==> src/rtl/mem_wb_stage.sv <==
// MEM and WB pipeline stages: EX/MEM and MEM/WB register sets, word-addressed data memory,
// register-file write-back ports, EX/MEM forwarding tap, and sticky fault/halt flags.
module mem_wb_stage #(
  parameter int unsigned DMEM_WORDS = 256
) (
  input  logic        clk,
  input  logic        rst,
  input  logic        ex_valid,
  output logic        ex_ready,
  input  logic [15:0] ex_instr,
  input  logic [31:0] ex_result,
  input  logic [15:0] ex_store_data,
  input  logic        ex_reg_write,
  input  logic        ex_write_op2,
  input  logic        ex_mem_read,
  input  logic        ex_mem_write,
  input  logic        ex_halt,
  output logic        wb_we1,
  output logic [3:0]  wb_waddr1,
  output logic [15:0] wb_wdata1,
  output logic        wb_we2,
  output logic [3:0]  wb_waddr2,
  output logic [15:0] wb_wdata2,
  output logic        fwd_mem_valid,
  output logic [3:0]  fwd_mem_reg,
  output logic [15:0] fwd_mem_data,
  output logic        mem_fault,
  output logic        halted
);
  localparam int unsigned AW = $clog2(DMEM_WORDS);

  logic [15:0] r_dmem [DMEM_WORDS];

  logic        r_halt_seen;
  logic        r_em_valid;
  logic [3:0]  r_em_rd1;
  logic [3:0]  r_em_rd2;
  logic [31:0] r_em_result;
  logic [15:0] r_em_store_data;
  logic        r_em_reg_write;
  logic        r_em_write_op2;
  logic        r_em_mem_read;
  logic        r_em_mem_write;
  logic        r_em_halt;

  logic        r_mw_valid;
  logic        r_mw_we1;
  logic [3:0]  r_mw_waddr1;
  logic [15:0] r_mw_wdata1;
  logic        r_mw_we2;
  logic [3:0]  r_mw_waddr2;
  logic [15:0] r_mw_wdata2;
  logic        r_mem_fault;
  logic        r_halted;

  logic          w_xfer;
  logic [AW-1:0] w_idx;
  logic          w_misaligned;
  logic          w_store;
  logic          w_load;
  logic [15:0]   w_load_data;
  logic          w_we1;
  logic          w_we2;
  logic          w_unused_instr;

  assign w_unused_instr = ^{ex_instr[15:12], ex_instr[3:0]};

  assign ex_ready     = !r_halt_seen;
  assign w_xfer       = ex_valid && !r_halt_seen;
  assign w_idx        = r_em_result[AW:1];
  assign w_misaligned = r_em_result[0] && (r_em_mem_read || r_em_mem_write);
  // Read+write together is a store; halt markers never touch memory or registers.
  assign w_store      = r_em_valid && !r_em_halt && r_em_mem_write && !w_misaligned;
  assign w_load       = r_em_mem_read && !r_em_mem_write;
  assign w_load_data  = w_misaligned ? 16'h0000 : r_dmem[w_idx];
  assign w_we1        = r_em_valid && !r_em_halt && r_em_reg_write;
  assign w_we2        = w_we1 && r_em_write_op2 && !r_em_mem_read && (r_em_rd2 != r_em_rd1);

  assign fwd_mem_valid = r_em_valid && r_em_reg_write && !r_em_mem_read;
  assign fwd_mem_reg   = r_em_rd1;
  assign fwd_mem_data  = r_em_result[15:0];

  assign wb_we1    = r_mw_valid && r_mw_we1;
  assign wb_waddr1 = r_mw_waddr1;
  assign wb_wdata1 = r_mw_wdata1;
  assign wb_we2    = r_mw_valid && r_mw_we2;
  assign wb_waddr2 = r_mw_waddr2;
  assign wb_wdata2 = r_mw_wdata2;
  assign mem_fault = r_mem_fault;
  assign halted    = r_halted;

  // Memory contents survive reset; only the write is suppressed while reset is asserted.
  always_ff @(posedge clk) begin
    if (rst && w_store) begin
      r_dmem[w_idx] <= r_em_store_data;
    end
  end

  always_ff @(posedge clk) begin
    if (!rst) begin
      r_halt_seen     <= 1'b0;
      r_em_valid      <= 1'b0;
      r_em_rd1        <= 4'h0;
      r_em_rd2        <= 4'h0;
      r_em_result     <= 32'h0;
      r_em_store_data <= 16'h0;
      r_em_reg_write  <= 1'b0;
      r_em_write_op2  <= 1'b0;
      r_em_mem_read   <= 1'b0;
      r_em_mem_write  <= 1'b0;
      r_em_halt       <= 1'b0;
      r_mw_valid      <= 1'b0;
      r_mw_we1        <= 1'b0;
      r_mw_waddr1     <= 4'h0;
      r_mw_wdata1     <= 16'h0;
      r_mw_we2        <= 1'b0;
      r_mw_waddr2     <= 4'h0;
      r_mw_wdata2     <= 16'h0;
      r_mem_fault     <= 1'b0;
      r_halted        <= 1'b0;
    end else begin
      r_em_valid <= w_xfer;
      if (w_xfer) begin
        r_em_rd1        <= ex_instr[11:8];
        r_em_rd2        <= ex_instr[7:4];
        r_em_result     <= ex_result;
        r_em_store_data <= ex_store_data;
        r_em_reg_write  <= ex_reg_write;
        r_em_write_op2  <= ex_write_op2;
        r_em_mem_read   <= ex_mem_read;
        r_em_mem_write  <= ex_mem_write;
        r_em_halt       <= ex_halt;
        if (ex_halt) begin
          r_halt_seen <= 1'b1;
        end
      end

      r_mw_valid  <= r_em_valid;
      r_mw_we1    <= w_we1;
      r_mw_waddr1 <= w_we1 ? r_em_rd1 : 4'h0;
      r_mw_wdata1 <= !w_we1 ? 16'h0 : (w_load ? w_load_data : r_em_result[15:0]);
      r_mw_we2    <= w_we2;
      r_mw_waddr2 <= w_we2 ? r_em_rd2 : 4'h0;
      r_mw_wdata2 <= w_we2 ? r_em_result[31:16] : 16'h0;

      if (r_em_valid && !r_em_halt && w_misaligned) begin
        r_mem_fault <= 1'b1;
      end
      if (r_em_valid && r_em_halt) begin
        r_halted <= 1'b1;
      end
    end
  end
endmodule
==> config.mk <==
export PLATFORM = sky130hd
export DESIGN_NAME = mem_wb_stage
export DESIGN_NICKNAME = d
export VERILOG_FILES = /design/src/rtl/mem_wb_stage.sv
export SDC_FILE = /design/constraint.sdc
export NUM_CORES = 2
export LEC_CHECK = 0
export ABC_CLOCK_PERIOD_IN_PS = 5800
export BUFFER_PORTS_ARGS = -buffer_cell sky130_fd_sc_hd__buf_2
export CORE_MARGIN = 8
export CORE_UTILIZATION = 63
export CTS_CLUSTER_SIZE = 10
export DETAILED_ROUTE_END_ITERATION = 16
export PLACE_DENSITY = 0.78
export SYNTH_ARGS = -nofsm -noshare
export SYNTH_HDL_FRONTEND = slang
export SYNTH_SLANG_ARGS = --single-unit
==> constraint.sdc <==
create_clock -name clk -period 5.8 [get_ports clk]
set_input_delay 0 -clock clk [delete_from_list [all_inputs] [get_ports clk]]
set_output_delay 0 -clock clk [all_outputs]
set_load 0.02 [all_outputs]
# [Word level (Yosys, flattened, before mapping)]
# Memory sizes are Yosys's and may differ from the RTL's. A register that Yosys moved wholly into a read port is not among the register bits.
# Index checks and enable logic that the tools add are counted.
[totals] output_inout_bits=66 reg_bits=108 ramBits=4096 inputBits=72 n_memories=1 wordCells=54
[mem_list] name="r_dmem" words=256 word_bits=16 rd=1 rd_ports_with_merged_regs=1 wr=1 line="32" rtl="logic [15:0] r_dmem [DMEM_WORDS];"
[classes] n_eq_ne=1 reduce_logical=26 mux=6
[op_table] operator="16-bit two-way mux" count=2
[op_table] operator="1-bit logical AND" count=17
[op_table] operator="8-bit two-way mux" count=2
[op_table] operator="2-bit AND reduction" count=3
[op_table] operator="1-bit zero test" count=5
[op_table] operator="4-bit != test" count=1
[op_table] operator="1-bit two-way mux" count=2
[op_table] operator="1-bit logical OR" count=1

# [Depth between registers and ports, before layout]
[depth] word_depth=7 ltp_mapped=13

# [Worst setup path after synthesis]
# Ideal clock, no wire load.
[synth_timing] path_type="register to register" startpoint="register r_em_store_data[0]" endpoint="memory r_dmem[0][0] (data pin)" synth_period_minus_slack_ps=4253 t_arrival_ps=3397 path_buffers=0 path_stages_with_launch=1 path_slack_ps=1547 cell_sequence="dfxtp_1"
[synth_lines] item="start, declared" line="39" rtl="logic [15:0] r_em_store_data;"
[synth_lines] item="start signal, assigned" line="127" rtl="r_em_store_data <= ex_store_data;"
[synth_lines] item="end, declared" line="32"
# Straight into the memory's write port.

==> flow_summary_export.csv <==
group,metric,value,unit
run_status,status,"finished clean",
clock_tree,cts-root-buf,"clkbuf_16",
worst_hold_path,min_path_type,"primary input to register",
cells_and_area,final_nets,8593,
pwr,finalPower,62.8,mW
global_routing,antenna_found_initial,27,
cells_and_area,fin_util,0.715,
global_routing,grt-ovfl-total,0,
pwr,p_leak,54.3,nW
floorplan,start_util,0.633,
synthesis,synth_area_leaders,"edfxtp_1 (76%), mux4_2 (12%), mux2i_1 (2.6%)",
timing,period_share,0.799,
clock_tree,cts.clk_slew.worst_paths,0.06,ns
floorplan,pin_count,138,
synthesis,syn-num-nets,7795,
cells_and_area,drive_above_1_share,0.240,
clock_tree,htreeDepth,5,
cells_and_area,regMostFlops,"r_dmem",
synthesis,syn_area_per_cell,21.1,sq um
global_routing,grt_pass1_vias,87800,
pwr,sequentialPowerShare,0.536,
cells_and_area,largest_reg_flops,4096,
placement,placed_area,168000,sq um
timing,rsz0062_at_grt,"no",
setup_path,startpoint_type,"register",
pwr,clkPwrFrac,0.410,
clock_tree,cts_buffers,462,
detailed_routing,ant_nets,0,
setup_path,worst-path-max-fanout,61,
clock_tree,cts_buffer_depth,4,
timing,finalSetupTns,0,ns
setup_path,critPathKind,"register to register",
setup_path,cp-end-kind,"register",
synthesis,synth_edf_count,4096,
floorplan,die_h,524,microns
placement,portBuffers,129,
placement,gp_congestion,0.883,
timing,maxSlewHeadroom,0.00986,
global_routing,grt_max_degree,209,
clock_tree,clk_latency,0.99,ns
pwr,vdd_drop_max,0.361,mV
synthesis,synthFlopType,"edfxtp_1",
cells_and_area,final_cells,12100,
floorplan,die-area,275000,sq um
synthesis,ys_ff_latch,4212,
synthesis,async_flop_share,0,
global_routing,grt_pass1_wl,640000,microns
pwr,p_sw,13.7,mW
synthesis,synth_cell_types,76,
placement,dp_cells,11200,
flow_run,drv_cap,0,
setup_path,r2r_end,"wb_wdata1[6]",
timing,period_minus_slack,4.63,ns
setup_path,worst_ep_required_time,6.66,ns
timing,drv_slew,0,
global_routing,grt_use_total,0.328,
synthesis,syn_inst,7723,
detailed_routing,num_vias,88100,
cells_and_area,largestRegisters,"r_dmem (4096), r_em_result (32)",
floorplan,core_area,257000,sq um
placement,place_hpwl,249000,microns
synthesis,synth.cell_area,163000,sq um
timing,layout_setup_ws,1.17,ns
clock_tree,cts_tree,"yes",
setup_path,crit_arrival,5.49,ns
detailed_routing,wl,456000,microns
pwr,powerDensity,342,nW/um^2
setup_path,r2r_cells,8,
pwr,comb_power_share,0.053,
timing,setup_viol_count_final,0,
detailed_routing,dr.first_iter.drc_count,14400,
synthesis,yosys.area.top_type,"edfxtp_1",
setup_path,crit_end,"wb_wdata1[6]",
detailed_routing,wire_per_inst,37.6,microns
pwr,p_int,49.1,mW
timing,finalHoldViolations,0,
cells_and_area,final_common_cell,"edfxtp_1",
timing,worstMarginPinSlew,1.49,ns
timing,hold_ws,0.235,ns
floorplan,die_x,524,microns
cells_and_area,final_cell_mix,"edfxtp_1 (4096), mux4_2 (882), clkbuf_16 (464)",
pwr,switching_share,0.218,
synthesis,yosysWarningCount,0,
detailed_routing,drt_pass1_iterations,9,
detailed_routing,vias_per_cell,7.27,
detailed_routing,drc_errors,0,
setup_path,ff2ff_setup_slack,1.17,ns
synthesis,synth_top_cell_area_share,0.757,
timing,fmax,0.216,GHz
cells_and_area,fin_area,183000,sq um
clock_tree,cts.sinks,4212,
placement,dp_worst_setup_slack,1.41,ns
timing,fin_worst_skew,0.100,ns
synthesis,yosysSeqAreaShare,0.771,
cells_and_area,synthToLayoutAreaGrowth,12.8,%
floorplan,num_rows,186,
-- area by class of cell --
type,count,area (sq um)
fill,13700,73200
sequential,4212,125000
clock buffer,615,12200
inverter,4,18.8
multi-input combinational,3025,34100
clock inverter,28,529
antenna,30,75.1
timing repair buffer,816,6920
tap,3384,4230
-- critical path, stage by stage (launching register included) --
cell	delay [ns]
dfxtp_4	0.99
buf_12	0.45
buf_4	0.60
mux4_2	0.42
nand2_1	0.09
a31oi_1	0.14
a211oi_1	0.85
o311ai_0	0.53
and3_1	0.33
-- cell families after synthesis --
logic type	Yosys count	synth area share
flops	4212	0.771
buf+inv	486	0.0204
mux	1348	0.152
compound gates	727	0.0316
simple gates	946	0.0254
xor+xnor	4	0.000215
-- how the worst min path moves through the flow --
stage | start | endpoint | cells after the start
final | ex_result[7] | r_em_result[7] | 4
after CTS | ex_result[7] | register | 4
after global routing | ex_result[7] | register | 4
after floorplan | ex_instr[8] | fwd_mem_reg[0] | 2
after detailed placement | ex_store_data[0] | r_em_store_data[0] | 3
after global placement | rst | r_mw_valid | 2
-- synthesized netlist by cell type, drive strengths merged (4+ instances only) --
library cell,count
inv,4
a221o,6
mux2i,418
a21oi,113
o211ai,17
buf,313
clkbuf,169
nor4,22
o21ai,71
o22ai,101
a21boi,62
a32oi,11
or3,7
o221ai,89
o32ai,4
a211oi,50
dfxtp,116
edfxtp,4096
nor3b,5
or2,8
and3,4
nand2,335
nand3,38
a22o,16
nand4,13
and2,41
nor2b,37
nand2b,19
a2111oi,25
a31oi,30
xor2,4
a221oi,19
a22oi,71
o311ai,8
a311oi,9
mux2,44
nor2,356
mux4,886
nor3,47
-- metal layers --
metal	global-route usage	vias to the layer above	wire, microns
met5	0	-	103
met4	0.191	14	32800
met3	0.0910	1556	62300
met2	0.510	7968	212000
met1	0.422	45000	148000
li1	-	33500	-
-- power groups by stage --
stage / Clock [mW] / Sequential, mW / Combinational (mW)
2_1_floorplan: 0 / 34.5 / 1.78
3_3_place_gp: 0 / 34.3 / 3.00
3_5_place_dp: 0 / 34.3 / 3.08
4_1_cts: 25.8 / 33.7 / 3.23
5_1_grt: 26.9 / 33.7 / 3.41
6_report: 25.8 / 33.7 / 3.34
-- what timing repair did --
action	CTS	global route
endpoints found under the hold margin	96	0
gates resized for setup	0	0
hold buffers	217	0
buffers inserted	0	0
Note: power is estimated with default switching activity, not from simulation.
